--- config.mk ---
export PLATFORM = sky130hd
export DESIGN_NAME = jump_target_gen
export DESIGN_NICKNAME = d
export VERILOG_FILES = /design/src/rtl/jtg_pkg.sv /design/src/rtl/jtg_stage.sv /design/src/rtl/jump_target_gen.sv
export SDC_FILE = /design/constraint.sdc
export NUM_CORES = 1
export LEC_CHECK = 0
export CORE_ASPECT_RATIO = 0.7
export CORE_MARGIN = 2
export CORE_UTILIZATION = 57
export CTS_BUF_LIST = sky130_fd_sc_hd__clkbuf_16
export CTS_CLUSTER_DIAMETER = 60
export DETAILED_ROUTE_END_ITERATION = 12
export GPL_TIMING_DRIVEN = 0
export HOLD_SLACK_MARGIN = 0.08
export PLACE_DENSITY = 0.88
export SETUP_SLACK_MARGIN = 0.15
export SLEW_MARGIN = 20
export SYNTH_ARGS = -nofsm -noshare
export SYNTH_HDL_FRONTEND = slang
export SYNTH_HIERARCHICAL = 1
export SYNTH_SLANG_ARGS = --single-unit
--- constraint.sdc ---
create_clock -name clk -period 5.95 [get_ports clk]
set_input_delay 1.19 -clock clk [delete_from_list [all_inputs] [get_ports clk]]
set_output_delay 1.19 -clock clk [all_outputs]
set_load 0.01 [all_outputs]
--- src/rtl/jtg_pkg.sv ---
// jtg_pkg: shared mode encoding and constants for the jump target generator
package jtg_pkg;
   typedef enum logic [1:0] {
      MODE_SEQ    = 2'b00,
      MODE_JUMP   = 2'b01,
      MODE_BRANCH = 2'b10,
      MODE_JREG   = 2'b11
   } jtg_mode_e;
   localparam int PC_INCR = 4;
endpackage

--- src/rtl/jtg_stage.sv ---
// jtg_stage: one valid/ready pipeline register with flush
module jtg_stage #(
   parameter int W = 8
) (
   input  logic         clk,
   input  logic         rst_n,
   input  logic         flush,
   input  logic         in_valid,
   input  logic [W-1:0] in_data,
   output logic         in_ready,
   output logic         out_valid,
   input  logic         out_ready,
   output logic [W-1:0] out_data
);
   logic         r_valid;
   logic [W-1:0] r_data;
   assign in_ready  = !r_valid || out_ready;
   assign out_valid = r_valid;
   assign out_data  = r_data;
   // data loads only on acceptance so a stalled result stays stable
   always_ff @(posedge clk or negedge rst_n) begin
      if (!rst_n) begin
         r_valid <= 1'b0;
         r_data  <= '0;
      end else begin
         if (flush) r_valid <= 1'b0;
         else if (in_ready) r_valid <= in_valid;
         if (in_valid && in_ready && !flush) r_data <= in_data;
      end
   end
endmodule

--- src/rtl/jump_target_gen.sv ---
// jump_target_gen: two-stage next-PC generator; JTG_MISALIGN_CHECK_EN adds out_misalign
module jump_target_gen
   import jtg_pkg::*;
#(
   parameter int ADDR_W  = 32,
   parameter int INDEX_W = 26,
   parameter int IMM_W   = 16,
   parameter int SHIFT   = 2
) (
   input  logic              clk,
   input  logic              rst_n,
   input  logic              in_valid,
   output logic              in_ready,
   input  logic [1:0]        in_mode,
   input  logic              in_taken,
   input  logic [ADDR_W-1:0] in_pc,
   input  logic [INDEX_W-1:0] in_index,
   input  logic [ADDR_W-1:0] in_reg,
   input  logic              flush,
   output logic              out_valid,
   input  logic              out_ready,
   output logic [ADDR_W-1:0] out_target,
`ifdef JTG_MISALIGN_CHECK_EN
   output logic              out_misalign,
`endif
   output logic              out_redirect
);
   generate
      if (INDEX_W + SHIFT > ADDR_W || IMM_W > INDEX_W) begin : g_bad_params
         $error("jump_target_gen: INDEX_W+SHIFT must fit ADDR_W and IMM_W must fit INDEX_W");
      end
   endgenerate

   localparam int S1_W = 2 * ADDR_W + 3;
`ifdef JTG_MISALIGN_CHECK_EN
   localparam int S2_W = ADDR_W + 2;
   localparam logic [ADDR_W-1:0] SMASK = ~({ADDR_W{1'b1}} << SHIFT);
`else
   localparam int S2_W = ADDR_W + 1;
`endif
   localparam logic [ADDR_W-1:0] JMASK = ~({ADDR_W{1'b1}} << (INDEX_W + SHIFT));

   jtg_mode_e         w_mode, w_s1_mode;
   logic [IMM_W-1:0]  w_imm;
   logic [ADDR_W-1:0] w_pc4, w_boff, w_jidx, w_op, w_target;
   logic [ADDR_W-1:0] w_s1_pc4, w_s1_op;
   logic              w_taken, w_redir, w_s1_redir;
   logic              w_s1_valid, w_s2_ready;
   logic [S1_W-1:0]   w_s1_in, w_s1_q;
   logic [S2_W-1:0]   w_s2_in, w_s2_q;

   // S1 operand: the only per-mode value that needs the raw request fields
   always_comb begin
      w_mode  = jtg_mode_e'(in_mode);
      w_pc4   = in_pc + ADDR_W'(PC_INCR);
      w_imm   = in_index[IMM_W-1:0];
      w_boff  = ADDR_W'($signed(w_imm)) << SHIFT;
      w_jidx  = ADDR_W'(in_index) << SHIFT;
      w_taken = (w_mode == MODE_BRANCH) && in_taken;
      w_op    = (w_mode == MODE_JREG) ? in_reg :
                (w_mode == MODE_JUMP) ? w_jidx :
                w_taken ? w_boff : '0;
      w_redir = (w_mode == MODE_JUMP) || (w_mode == MODE_JREG) || w_taken;
      w_s1_in = {w_redir, in_mode, w_pc4, w_op};
   end

   jtg_stage #(.W(S1_W)) u_s1 (
      .clk(clk), .rst_n(rst_n), .flush(flush),
      .in_valid(in_valid), .in_data(w_s1_in), .in_ready(in_ready),
      .out_valid(w_s1_valid), .out_ready(w_s2_ready), .out_data(w_s1_q)
   );

   // S2 target: SEQ and not-taken BRANCH carry a zero operand so pc4+op covers them
   always_comb begin
      w_s1_redir = w_s1_q[S1_W-1];
      w_s1_mode  = jtg_mode_e'(w_s1_q[S1_W-2 -: 2]);
      w_s1_pc4   = w_s1_q[2*ADDR_W-1 -: ADDR_W];
      w_s1_op    = w_s1_q[ADDR_W-1:0];
      w_target   = (w_s1_mode == MODE_JREG) ? w_s1_op :
                   (w_s1_mode == MODE_JUMP) ? ((w_s1_pc4 & ~JMASK) | w_s1_op) :
                   w_s1_pc4 + w_s1_op;
`ifdef JTG_MISALIGN_CHECK_EN
      w_s2_in    = {(w_s1_mode == MODE_JREG) && |(w_s1_op & SMASK), w_s1_redir, w_target};
`else
      w_s2_in    = {w_s1_redir, w_target};
`endif
   end

   jtg_stage #(.W(S2_W)) u_s2 (
      .clk(clk), .rst_n(rst_n), .flush(flush),
      .in_valid(w_s1_valid), .in_data(w_s2_in), .in_ready(w_s2_ready),
      .out_valid(out_valid), .out_ready(out_ready), .out_data(w_s2_q)
   );

   assign out_target   = w_s2_q[ADDR_W-1:0];
   assign out_redirect = w_s2_q[ADDR_W];
`ifdef JTG_MISALIGN_CHECK_EN
   assign out_misalign = w_s2_q[ADDR_W+1] && out_valid;
`endif
endmodule

==> impl.org <==
** Worst setup path
- Biggest fanout along the worst timing path :: 3
- Tracing the worst setup path back leads to its startpoint at out_ready.
- Max stage delay cell, worst path :: sky130_fd_sc_hd__clkdlybuf4s50_1
- The setup path with the least slack is of type in2out.
- Data on the critical path is required at its endpoint by 4.76 ns.
- The critical path goes through clkdlybuf4s50_1, nor2b_4, inv_1, nor2b_4, inv_1, clkdlybuf4s50_1.
- Data arrival time of the critical path :: 2.54 ns
- Launching element type of the critical path :: input port
- For this run, the slowest stage of the critical path takes 0.47 ns.
- Startpoint of the lowest-slack register-to-register path :: u_s1/out_data[0]
- Sort of element at the end of the critical path :: output pin

** Final layout
- In the final layout, the share of cells above drive strength 1 is 0.132.
- Relative to the synthesized area, the layout overhead comes to 26.2%.
- Final core utilization :: 0.746
- Layout net count :: between 1000 and 1500
- Most frequent cells in the layout :: sky130_fd_sc_hd__clkdlybuf4s50_1, sky130_fd_sc_hd__dfrtp_1, sky130_fd_sc_hd__nand2_1, sky130_fd_sc_hd__mux2_2, sky130_fd_sc_hd__o21ai_0
- Most common cell after layout, fill and taps aside :: sky130_fd_sc_hd__clkdlybuf4s50_1
- Diodes inserted :: 0

** Run status
- Run status :: complete, no violations

** Synthesis
- Of the total synthesized cell area, the portion taken by AND, OR, NAND and NOR gates is 0.151.
- Post-synthesis instance area :: 7010 um2
- Synthesis handed over a netlist of 730 instances.
- Fraction of the yosys area taken by sequential cells :: 0.364
- Post-Synth XOR/XNOR Area :: 0.0663
- The complex-gate fraction of the synthesized area is 0.143.
- A synthesized cell averages 9.60 um2.
- During synthesis, Yosys emitted a total of 6 warnings.
- Synthesis inferred just over 100 register bits.
- EDFF count, synth :: 0
- In the synthesized netlist the dominant register cell turns out to be sky130_fd_sc_hd__dfrtp_1.
- Of all flip-flops after synthesis, the portion carrying an async set or reset was 1.00.
- Post-synthesis share of cell area spent on full adders, half adders and majority gates :: 0.0671
- Measured against the total synthesized area, the mux share comes to 0.171.
- The netlist uses 56 different library cells.
- Number of nets produced by synthesis :: 865
- After synthesis, the largest family of logic cells by area is multiplexers.

** Route
- Drt wl/cell :: 19.5 um
- Drt initial violations :: 503
- After detailed routing, the number of remaining DRC violations is 0.
- 1st-pass router iterations :: 5
- Dividing the detail-routed via count by the number of cells gives 5.91.
- Antenna viol nets, final :: 0
- The routed layout has ~6000 vias.
- Summed over all layers, the routed wires come to slightly above 20000 um.

** Clock network
- Clock tree synthesis selected as its root buffer the cell sky130_fd_sc_hd__clkbuf_16.
- Post-cts repair resize count :: 0
- The clock reaches the later pin of the worst-skew pair after 0.34 ns.
- Clock tree synthesis inserted a total of 9 buffers.
- The clock passes through at most 2 buffers.
- Cts hold-fix bufs :: 0
- After clock tree synthesis, the clock-pin slew on the worst setup and hold paths is 0.06 ns.
- The H-tree generated during clock tree synthesis spans 3 levels.
- The tree built by TritonCTS fans out to 102 sinks.
- CTS tree :: yes
- The number of setup buffers added after CTS is 0.

** Die
- The region available for standard cell placement spans 11900 um2.
- Num rows :: 33
- Floorplan die width :: approximately 140 um
- Y dimension of the die :: 96.8 um
- Number of top-level design ports :: 133
- The floorplan step defined a die boundary enclosing between 10000 and 15000 um2.
- The initial utilization of the core area, before any placement, comes to 0.591.

** Hold path
- Hold/Removal Path Class :: reg2reg
- The startpoint identified for the worst hold timing path is u_s1/out_data[46].

** Placement
- Weighted congestion reported at the end of routability-driven placement :: around 0.9
- Count of port buffers added during placement :: approximately 130
- Once detailed placement completed, the half-perimeter wirelength came to 16000 um.

** Timing
- At the pin with the least slew margin, the transition time is 0.642 ns.
- Max Fclk :: about 270 MHz
- Worst slew margin :: 0.572
- Setup violations remaining at the end of the flow were counted as 0.
- Unrepaired setup endpoints after global routing :: false
- For the final routed database, the setup TNS stands at 0 ns.
- Share of the clock period used by the worst path after layout :: 0.627
- The final number of max-transition violations was 0.
- The routed design could run at a clock period as short as 3.73 ns.
- Final clock skew :: slightly below 0.01 ns
- Hold is met by between 0.4 and 0.5 ns.
- The final hold violation count came to 0.

** Global route
- The first global-routing pass estimated 32400 um of wire.
- The number of antenna violations at the first check in global routing was 0.
- The total overflow left after global routing is 0.
- Maximum number of pins on one net before global-route repair :: between 60 and 70
- Across every metal layer, demand over resource in global routing totals 0.316.
- The via count of the first global-routing pass is 6202.

** Flow run
- Maxcap violations :: 0

** Power
- Power spread over the standard cell area amounts to 333 nW/um2.
- Summing internal, switching and leakage power gives just under 0.003 W.
- Leakage power :: 3.79 nW
- IR analysis of the VDD net gives a maximum drop of ~0.22 mV.
==> layout make-up <==
cell class                 count  area (um2)
buffer                        35         190
sequential                   102        2550
tap                          157         196
clock buffer                   9         225
fill                         833        3010
multi-input combinational    575        4200
timing repair buffer         133        1350
clock inverter                 6        62.6
inverter                      18        67.6
==> worst paths after layout <==
| path | end | slack [ns] | cells after the start |
|---|---|---|---|
| worst min register to register | u_s1/out_data[46] | 0.50 | 1 |
| max in group asynchronous | u_s1/out_data[6] | 4.56 | 2 |
| worst max-delay path | in_ready | 2.22 | 6 |
| min in group asynchronous | u_s2/out_data[10] | 0.75 | 1 |
| worst max register to register | u_s2/out_data[26] | 2.78 | 10 |
| worst min-delay path | u_s1/out_data[46] | 0.50 | 1 |
==> logic make-up (layout without fill, tap and decap cells) <==
kind of cell             Yosys count  count (layout)
AO/OA/AOI/OAI                    158             158
XOR/XNOR                          53              53
adder cells (fa/ha/maj)           37              37
buffers and inverters             53             201
flip-flops                       102             102
multiplexers                     107             107
AND/OR/NAND/NOR                  220             220
==> per-stage QoR <==
step	cells	area [um2]	setup WS [ns]
3_3_place_gp	1019	8520	0.140
4_1_cts	1035	8840	2.21
3_5_place_dp	1020	8550	2.06
2_1_floorplan	730	7010	3.17
6_report	1035	8840	2.22
5_1_grt	1035	8840	2.15
==> Yosys cell counts (4+ instances only) <==
cell type                    n  area share
sky130_fd_sc_hd__a21o_1      9      0.0096
sky130_fd_sc_hd__a21oi_1    39       0.028
sky130_fd_sc_hd__a31oi_1     5      0.0045
sky130_fd_sc_hd__and2_1      5      0.0045
sky130_fd_sc_hd__and3_1     17       0.015
sky130_fd_sc_hd__and4_1      4      0.0050
sky130_fd_sc_hd__buf_2       8      0.0057
sky130_fd_sc_hd__buf_6       6      0.0096
sky130_fd_sc_hd__clkbuf_1   20       0.011
sky130_fd_sc_hd__dfrtp_1   102        0.36
sky130_fd_sc_hd__ha_1       36       0.064
sky130_fd_sc_hd__inv_1      18      0.0096
sky130_fd_sc_hd__mux2_1     30       0.048
sky130_fd_sc_hd__mux2_2     73        0.12
sky130_fd_sc_hd__mux2i_1     4      0.0057
sky130_fd_sc_hd__nand2_1    98       0.052
sky130_fd_sc_hd__nand3_1    26       0.019
sky130_fd_sc_hd__nand4_1     9      0.0080
sky130_fd_sc_hd__nor2_1     35       0.019
sky130_fd_sc_hd__nor2b_1     4      0.0036
sky130_fd_sc_hd__nor3_1      5      0.0036
sky130_fd_sc_hd__nor4_1      4      0.0036
sky130_fd_sc_hd__o211ai_1    5      0.0054
sky130_fd_sc_hd__o21ai_0    61       0.044
sky130_fd_sc_hd__o21ai_1     6      0.0043
sky130_fd_sc_hd__o21bai_1    4      0.0043
sky130_fd_sc_hd__xnor2_1    36       0.045
sky130_fd_sc_hd__xor2_1     17       0.021
==> critical path, delay by kind of cell <==
family	cells	cell delay (ns)
buf+inv	4	1.04
simple gates	2	0.31
==> sequential cells by signal (all words and copies together) (netlist names) <==
signal	cells
u_s1/out_data	67
u_s2/out_data	33
u_s2/out_valid	1
u_s1/out_valid	1
==> metal layers <==
metal,part of all wire,vias up,routed length (um),global-route usage
met5,0,-,0,0
met4,0.013,0,261,0.0601
met3,0.072,28,1460,0.0645
met2,0.44,225,8970,0.486
met1,0.47,2970,9540,0.463
li1,-,2893,-,-
==> power by group <==
| part | switching [W] | internal [W] | leakage [nW] | total [W] |
|---|---|---|---|---|
| Combinational | 0.000678 | 0.000684 | 2.40 | 0.00136 |
| Sequential | 0.000125 | 0.000876 | 1.24 | 0.00100 |
| Clock | 0.000259 | 0.000323 | 0.137 | 0.000582 |
Note: power is estimated with default switching activity, not from simulation.
